[src/rtl/gpio_mul_pkg.sv]
// gpio_mul_pkg: shared types, default widths and the nibble popcount helper for the GPIO multiply scheduler
package gpio_mul_pkg;
   typedef enum logic [1:0] {IDLE, MULT, POPC, DONE} state_t;
   localparam int OPW_DEF   = 24;
   localparam int RESW_DEF  = 32;
   localparam int POPC_STEP = 4;
   function automatic logic [2:0] popcount4(input logic [3:0] n);
      return 3'(n[0]) + 3'(n[1]) + 3'(n[2]) + 3'(n[3]);
   endfunction
endpackage

[src/rtl/gpio_rr_arbiter.sv]
// gpio_rr_arbiter: round-robin one-hot grant over NREQ requesters
// Ports: clk, n_reset (async active-low); req_valid requests; accept strobe
// advances the pointer to the granted index; grant one-hot; grant_id its index.
module gpio_rr_arbiter #(
   parameter int NREQ = 2,
   localparam int IDW = $clog2(NREQ)
) (
   input  logic            clk,
   input  logic            n_reset,
   input  logic [NREQ-1:0] req_valid,
   input  logic            accept,
   output logic [NREQ-1:0] grant,
   output logic [IDW-1:0]  grant_id
);
   logic [IDW-1:0] last_id;
   logic [IDW-1:0] idx;
   logic           found;
   int             s;

   always_ff @(posedge clk or negedge n_reset)
      if (!n_reset) last_id <= IDW'(NREQ - 1);
      else if (accept) last_id <= grant_id;

   // Search starts just after the last winner, so the previous grantee is considered last.
   always_comb begin
      grant    = '0;
      grant_id = '0;
      found    = 1'b0;
      s        = 0;
      idx      = '0;
      for (int o = 1; o <= NREQ; o++) begin
         s   = int'(last_id) + o;
         s   = s >= NREQ ? s - NREQ : s;
         idx = IDW'(s);
         if (!found && req_valid[idx]) begin
            found      = 1'b1;
            grant[idx] = 1'b1;
            grant_id   = idx;
         end
      end
   end
endmodule

[src/rtl/gpio_mul_scheduler.sv]
// gpio_mul_scheduler: round-robin sequencer for a bit-serial multiply followed by a nibble-serial ones count
// Ports: clk, n_reset (async active-low); req_valid/req_ready/req_a1/req_a2 per-requester job port
// (operands packed OPW bits per requester); rsp_valid/rsp_ready response handshake carrying
// rsp_id, rsp_w (low RESW product bits), rsp_ones, rsp_ovf; busy; op_count completed responses.
// Build option: MUL_SCHED_EARLY_TERM_EN ends the multiply once the remaining multiplier bits are zero.
module gpio_mul_scheduler
   import gpio_mul_pkg::*;
#(
   parameter int NREQ = 2,
   parameter int OPW  = OPW_DEF,
   parameter int RESW = RESW_DEF,
   localparam int IDW = $clog2(NREQ),
   localparam int OW  = $clog2(RESW) + 1
) (
   input  logic              clk,
   input  logic              n_reset,
   input  logic [NREQ-1:0]   req_valid,
   output logic [NREQ-1:0]   req_ready,
   input  logic [NREQ*OPW-1:0] req_a1,
   input  logic [NREQ*OPW-1:0] req_a2,
   output logic              rsp_valid,
   input  logic              rsp_ready,
   output logic [IDW-1:0]    rsp_id,
   output logic [RESW-1:0]   rsp_w,
   output logic [OW-1:0]     rsp_ones,
   output logic              rsp_ovf,
   output logic              busy,
   output logic [15:0]       op_count
);
   localparam int CW = $clog2(OPW);

   state_t            state, state_nx;
   logic [OPW-1:0]    a2_sh;
   logic [2*OPW-1:0]  mcand, acc;
   logic [CW-1:0]     cnt;
   logic [OW-1:0]     ones;
   logic [IDW-1:0]    id;
   logic [NREQ-1:0]   grant;
   logic [IDW-1:0]    grant_id;
   logic              accept, mult_last, popc_last;
   logic [RESW-1:0]   nib_sh;
   logic [3:0]        nib;

   gpio_rr_arbiter #(.NREQ(NREQ)) u_arb (
      .clk      (clk),
      .n_reset  (n_reset),
      .req_valid(req_valid),
      .accept   (accept),
      .grant    (grant),
      .grant_id (grant_id)
   );

   assign req_ready = (state == IDLE && n_reset) ? grant : '0;
   assign accept    = |(req_valid & req_ready);
`ifdef MUL_SCHED_EARLY_TERM_EN
   // The bit being consumed now is the last set one when nothing remains above it.
   assign mult_last = ~|a2_sh[OPW-1:1];
`else
   assign mult_last = cnt == CW'(OPW - 1);
`endif
   assign popc_last = cnt == CW'(RESW / POPC_STEP - 1);
   assign nib_sh    = acc[RESW-1:0] >> (POPC_STEP * cnt);
   assign nib       = nib_sh[3:0];
   assign rsp_valid = state == DONE;
   assign busy      = state != IDLE;
   assign rsp_w     = acc[RESW-1:0];
   assign rsp_ones  = ones;
   assign rsp_id    = id;
   generate
      if (RESW < 2 * OPW) begin : g_ovf
         assign rsp_ovf = |acc[2*OPW-1:RESW];
      end else begin : g_no_ovf
         assign rsp_ovf = 1'b0;
      end
   endgenerate

   always_ff @(posedge clk or negedge n_reset)
      if (!n_reset) state <= IDLE;
      else state <= state_nx;

   always_comb begin
      state_nx = state;
      case (state)
         IDLE:    state_nx = accept    ? MULT : IDLE;
         MULT:    state_nx = mult_last ? POPC : MULT;
         POPC:    state_nx = popc_last ? DONE : POPC;
         DONE:    state_nx = rsp_ready ? IDLE : DONE;
         default: state_nx = IDLE;
      endcase
   end

   // The multiplicand is kept pre-shifted instead of tracking k explicitly.
   always_ff @(posedge clk or negedge n_reset)
      if (!n_reset) begin
         mcand    <= '0;
         a2_sh    <= '0;
         acc      <= '0;
         cnt      <= '0;
         ones     <= '0;
         id       <= '0;
         op_count <= '0;
      end else begin
         case (state)
            IDLE: if (accept) begin
               mcand <= {{OPW{1'b0}}, req_a1[grant_id*OPW +: OPW]};
               a2_sh <= req_a2[grant_id*OPW +: OPW];
               acc   <= '0;
               cnt   <= '0;
               ones  <= '0;
               id    <= grant_id;
            end
            MULT: begin
               if (a2_sh[0]) acc <= acc + mcand;
               mcand <= mcand << 1;
               a2_sh <= a2_sh >> 1;
               cnt   <= mult_last ? '0 : cnt + 1'b1;
            end
            POPC: begin
               ones <= ones + OW'(popcount4(nib));
               cnt  <= cnt + 1'b1;
            end
            DONE: if (rsp_ready) op_count <= op_count + 16'd1;
            default: ;
         endcase
      end
endmodule
[config.mk]
export PLATFORM = sky130hd
export DESIGN_NAME = gpio_mul_scheduler
export DESIGN_NICKNAME = d
export VERILOG_FILES = /design/src/rtl/gpio_mul_pkg.sv /design/src/rtl/gpio_rr_arbiter.sv /design/src/rtl/gpio_mul_scheduler.sv
export SDC_FILE = /design/constraint.sdc
export NUM_CORES = 1
export LEC_CHECK = 0
export BUFFER_PORTS_ARGS = -buffer_cell sky130_fd_sc_hd__buf_2
export CORE_MARGIN = 2
export CORE_UTILIZATION = 50
export DETAILED_ROUTE_END_ITERATION = 10
export PLACE_DENSITY = 0.76
export SETUP_SLACK_MARGIN = 0.2
export SLEW_MARGIN = 40
export SYNTH_ARGS = -nofsm -noshare
export SYNTH_HDL_FRONTEND = slang
export SYNTH_SLANG_ARGS = --single-unit
export TNS_END_PERCENT = 100
[constraint.sdc]
create_clock -name clk -period 3.4 [get_ports clk]
set_input_delay 0.51 -clock clk [delete_from_list [all_inputs] [get_ports clk]]
set_output_delay 0.51 -clock clk [all_outputs]
set_load 0.02 [all_outputs]
# Word-level counts from Yosys, hierarchy flattened
# Cells that the tools add are included.
word_totals:
  register_bits: 151
  input_bits: 101
  out_inout_bits: 60
  elab_cells: 90
classes:
  n_addsub: 11
  mul: 1
  n_lt_le_gt_ge: 6
  eq_ne: 7
  n_shift: 3
  mux: 33
  n_bitwise: 2
  n_reduce_logical: 18
ops:
  columns: ["operator", "n"]
  rows:
  - ["48-bit case mux with 2 select lines", 2]
  - ["48-bit 2-to-1 mux", 3]
  - ["48-bit by 7-bit variable part select with 24-bit output", 2]
  - ["48-bit adder", 1]
  - ["24-bit case mux with 2 select lines", 1]
  - ["32-bit by 7-bit >> shifter with 4-bit output", 1]
  - ["24-bit 2-to-1 mux", 1]
  - ["16-bit by 1-bit adder with 16-bit output (second input constant)", 1]
  - ["16-bit OR reduction", 1]
  - ["5-bit case mux with 3 select lines", 1]
  - ["1-bit 2-to-1 mux", 13]
  - ["6-bit case mux with 2 select lines", 1]
  - ["2-bit 2-to-1 mux", 5]
  - ["5-bit 2-to-1 mux", 2]
  - ["2-bit AND reduction", 5]
  - ["2-bit case mux with 4 select lines", 1]
  - ["6-bit by 3-bit adder with 6-bit output", 1]
  - ["6-bit 2-to-1 mux", 1]
  - ["2-bit nonzero test", 3]
  - ["5-bit by 1-bit adder with 5-bit output (second input constant)", 1]
  - ["5-bit by 3-bit equality test with 1-bit output (second input constant)", 1]
  - ["5-bit equality test (second input constant)", 1]
  - ["2-bit equality test (second input constant)", 2]
  - ["1-bit logical AND", 4]
  - ["other kinds (21)", 26]

# Longest topological paths before layout
depth:
  word_depth: 15
  ltp_mapped: 13

# Cells and area by module
# From an unflattened synthesis, not the netlist that was laid out.
unflattened:
  cells_unflattened: 1125
  hier_area_um2: 10015.9
modules_own_cells:
  columns: ["mod", "n_inst", "cells_per_inst", "area_per_inst_um2", "seq_area_each_um2"]
  rows:
  - ["gpio_mul_scheduler", 1, 1119, 9944.5, 3753.6]
  - ["gpio_rr_arbiter", 1, 6, 71.3, 26.3]

# Worst setup path after synthesis
# Ideal clock, no wire load.
synth_timing:
  path_kind: "reg-to-reg"
  from: "register cnt[0]"
  to: "register ones[5] (netlist: rsp_ones[5])"
  setup_time_ns: 0.078
  t_arrival_ns: 3.634
  required_ns: 3.322
  slack_ns: -0.312
  stages_incl_launch_ff: 12
  path_buffers: 1
  period_less_slack_ns: 3.712
  path_cell_list: "dfrtp_1 buf_1 mux4_2 mux2_2 nand2_1 fa_1 fa_1 inv_1 a21oi_1 or3b_2 or3_1 a21oi_1"
synth_via:
  elab_chain_cells: 6
synth_lines:
  columns: ["item", "line_no", "source"]
  rows:
  - ["from (decl)", "gpio_mul_scheduler.sv:35", "logic [CW-1:0] cnt;"]
  - ["from (signal assigned)", "gpio_mul_scheduler.sv:116", "cnt <= mult_last ? '0 : cnt + 1'b1;"]
  - ["from (signal assigned)", "gpio_mul_scheduler.sv:120", "cnt <= cnt + 1'b1;"]
  - ["32-bit by 7-bit >> shifter with 4-bit output (*)", "gpio_mul_scheduler.sv:62", "assign nib_sh = acc[RESW-1:0] >> (POPC_STEP * cnt);"]
  - ["1-bit by 1-bit adder with 2-bit output", "gpio_mul_pkg.sv:8", "return 3'(n[0]) + 3'(n[1]) + 3'(n[2]) + 3'(n[3]);"]
  - ["2-bit by 1-bit adder with 3-bit output", "gpio_mul_pkg.sv:8", null]
  - ["3-bit by 1-bit adder with 3-bit output (*)", "gpio_mul_pkg.sv:8", null]
  - ["6-bit by 3-bit adder with 6-bit output (*)", "gpio_mul_scheduler.sv:119", "ones <= ones + OW'(popcount4(nib));"]
  - ["6-bit case mux with 2 select lines (*)", "gpio_mul_scheduler.sv:103", "case (state)"]
  - ["to (signal assigned)", "gpio_mul_scheduler.sv:119", null]
  - ["to (decl)", "gpio_mul_scheduler.sv:36", "logic [OW-1:0] ones;"]
# Mark *: on every way between the ends. The rest lies on a longest branch, timed or not.
# A chain may end at the register's enable or synchronous reset.

# Worst setup path after layout
# Ends and elaborated chain as after synthesis.

==> results by group <==
STA
  – Final Hold Viols: 0
  – Max Slew Vio Count: 0
  – Final min period: 3.24 ns
  – RSZ-0062 raised after global routing: true
  – Max Freq: 308 MHz
  – # setup viols final: 0
  – Setup TNS: 0 ns
  – Final worst slack: 0.158 ns
  – Period utilisation layout: 0.954
  – Max transition margin: 0.500
  – Clock skew: around 0.013 ns
  – Worst Tran Pin Value: 0.746 ns

Clock tree
  – Clock Path Buffers: 2
  – CTS tree: done
  – Sink Count: 151
  – Clk slew on worst S/H paths: 0.08 ns
  – Htree depth: 4
  – CTS root buffer: clkbuf_16
  – Num CTS Buffers: 17
  – Skew-Pair Late Insertion Delay: 0.44 ns

Worst setup path
  – Critical path required time: about 3.8 ns
  – Crit path max-delay family: multiplexers
  – Crit path from: cnt[0]
  – Worst path bufs/invs: 2
  – Crit path launch type: flop
  – Slowest-stage cell, CP: mux4_2
  – Arrival @ worst endpoint: 3.62 ns
  – Critical path endpoint category: flop
  – Max incr delay on CP: 0.53 ns
  – Crit path cell chain: buf_12 > mux4_2 > mux2_4 > nand2_2 > fa_1 > fa_2 > inv_2 > a21oi_2 > or3b_4 > or3_4 > a21oi_2
  – RR Startpoint: cnt[0]
  – Critical setup path kind: reg -> reg
  – Most used cell along the critical path: a21oi_2
  – CP max FO: 7

Floorplanning
  – Io pins: about 160
  – Die H: 146 µm
  – Total core area: 19600 µm²
  – Area of the die: 21300 µm²
  – Initial core utilization: 0.514
  – # rows: 51
  – Die width: ~150 µm

GRT
  – Largest net degree at the start of global routing: between 80 and 90
  – GRT Residual Overflow: 0
  – First-pass GRT wire length: between 40 and 50 mm
  – Initial antenna violation count: 0
  – Vias in the first global route: 8345
  – GRT Total Usage: 0.246

Detailed routing
  – DR DRC count: 0
  – DRT met1 WL: 11.6 mm
  – DR top layer: met4
  – Final ANT Viol Nets: 0
  – Met3 wire length: 1.29 mm
  – Initial DRC Count: between 500 and 600
  – Drt via density: roughly 5.7
  – Via count: 8770
  – Total Wirelength: 26.1 mm
  – DR WL/cell: 17.0 µm
  – Met2 wire length: 12.6 mm
  – Pre-antenna DRT Iters: 5

Layout
  – # fillers: 1680
  – Share of layout cells above drive strength 1: 0.209
  – Diodes inserted: 0
  – Layout net count: about 1400
  – Layout area overhead: 16.2%

Logic synthesis
  – Top cells by area, synth: dfrtp_1 (37%), ha_1 (7.0%), nand2_1 (5.7%)
  – Primary FF master, synth: dfrtp_1
  – Share of flip-flops with an asynchronous set or reset: 1.00
  – Synth top area share: 0.373
  – Cell taking the most area after synthesis: dfrtp_1
  – EDFF count, synth: 0
  – Synth Register Bits: 151
  – Synth Area per Inst: 8.85 µm²
  – Register area share after synthesis: 0.376
  – Syn. warnings: 0
  – Synthesized cell area: 10100 µm²
  – Gate Count Post-Synth: around 1100
  – Post-synth top cells: nand2_1 (154), dfrtp_1 (150), o21ai_0 (111)
  – Synth unique cells: 63
  – Syn_nets: 1298
  – Most frequent cell after synthesis: nand2_1

Placed design
  – HPWL Detailed: between 15 and 20 mm
  – IO buf count: 160
  – GPL Wtd Cong: slightly above 0.9
  – Setup WS pre-CTS: between 0.08 and 0.09 ns

Worst hold path
  – Hold Startpoint: rsp_ready
  – HP Class: in -> reg

Power
  – Tot Pwr: between 9 and 10 mW
  – Power per cell area: between 700 and 800 nW/µm²
  – Maximum vdd drop: about 440 µV
  – Leak: ~5.7 nW

Run status
  – Status: finished clean

Flow run
  – Maxcap violations: 0
## final cells by class
type | instances | area, µm² | area share
tap | 265 | 332 | 0.0284
multi-input combinational | 863 | 5810 | 0.497
timing repair buffer | 191 | 1060 | 0.0908
sequential | 151 | 3780 | 0.323
clock inverter | 15 | 179 | 0.0153
inverter | 29 | 109 | 0.00931
clock buffer | 17 | 425 | 0.0364
## where the power goes
part           switching (mW)  total, mW  internal [mW]  leakage, nW
logic                    2.71       4.37           1.66         3.38
clock network           0.902       1.89          0.992        0.288
registers               0.491       2.78           2.29         2.02
total                    4.11       9.05           4.94         5.69
## routing by layer
metal | global-route usage | vias to the layer above
met5 | 0 | -
met4 | 0.0843 | 0
met3 | 0.0498 | 45
met2 | 0.407 | 232
met1 | 0.321 | 4216
li1 | - | 4277
## per-stage QoR
step | hold WS (ns) | utilization | instances | instance area, µm²
5_1_grt | 0.386 | 0.597 | 1531 | 11700
6_report | 0.371 | 0.597 | 1531 | 11700
3_5_place_dp | 0.369 | 0.558 | 1489 | 10900
3_3_place_gp | 0.367 | 0.558 | 1489 | 10900
4_1_cts | 0.371 | 0.593 | 1530 | 11600
2_1_floorplan | 0.214 | - | 1137 | 10100
## worst reg2reg max path: stages, from the launching register on
cell and delay, ns:
dfrtp_1 0.39, buf_12 0.15, mux4_2 0.53, mux2_4 0.29, nand2_2 0.08, fa_1 0.43
fa_2 0.35, inv_2 0.07, a21oi_2 0.05, or3b_4 0.38, or3_4 0.34, a21oi_2 0.12
## flip-flops by register name, indices dropped and copies added (netlist names)
name / cells
a2_sh: 24
acc: 48
cnt: 5
mcand: 48
op_count: 16
rsp_id: 1
rsp_ones: 6
state: 2
u_arb.last_id: 1
## cells in the final DEF (no fill, tap or decap), types with 5 or more instances in the layout
cell / count
ha_1: 55
nor2b_1: 9
xor2_1: 19
clkbuf_16: 17
buf_4: 27
mux4_2: 8
and3_1: 5
and2_1: 6
a22o_1: 28
nor3_1: 10
inv_1: 28
a21o_1: 32
xnor2_1: 36
o31ai_1: 12
dfrtp_1: 150
nand3_1: 18
nor4_1: 9
a21oi_1: 104
o21bai_1: 11
mux2i_1: 49
nor2_1: 78
nand2_1: 152
o211ai_1: 5
o21ai_0: 111
buf_2: 159
nand4_1: 18
a31oi_1: 5
inv_8: 5
nand2b_1: 5
o21a_1: 8
clkinv_8: 5
## cells by family (layout without fill, tap and decap cells)
family                     Yosys count  count (layout)  share of synthesized area
buffers and inverters              123             252                     0.0582
adders and majority gates           60              60                     0.0776
and+or+nand+nor                    327             327                      0.145
muxes                               63              63                     0.0734
AOI/OAI and AO/OA                  358             358                      0.223
xor gates and xnor gates            55              55                     0.0479
DFF                                151             151                      0.376
## path summary, 6_finish.rpt
kind | slack (ns) | depth (start not counted) | to
worst max-delay path | 0.16 | 11 | rsp_ones[5]
worst min-delay path | 0.37 | 3 | op_count[0]
worst max register to register | 0.16 | 11 | rsp_ones[5]
worst min register to register | 0.47 | 1 | op_count[15]
max in group asynchronous | 1.42 | 4 | acc[15]
min in group asynchronous | 0.47 | 2 | op_count[5]
## what timing repair did
item,in CTS,in global routing
hold buffers,1,0
pin swaps,7,5
buffers inserted,8,1
setup endpoints to repair,2,9
endpoints found under the hold margin,17,0
resized for setup,3,12
Power figures use the tool's default switching activity.
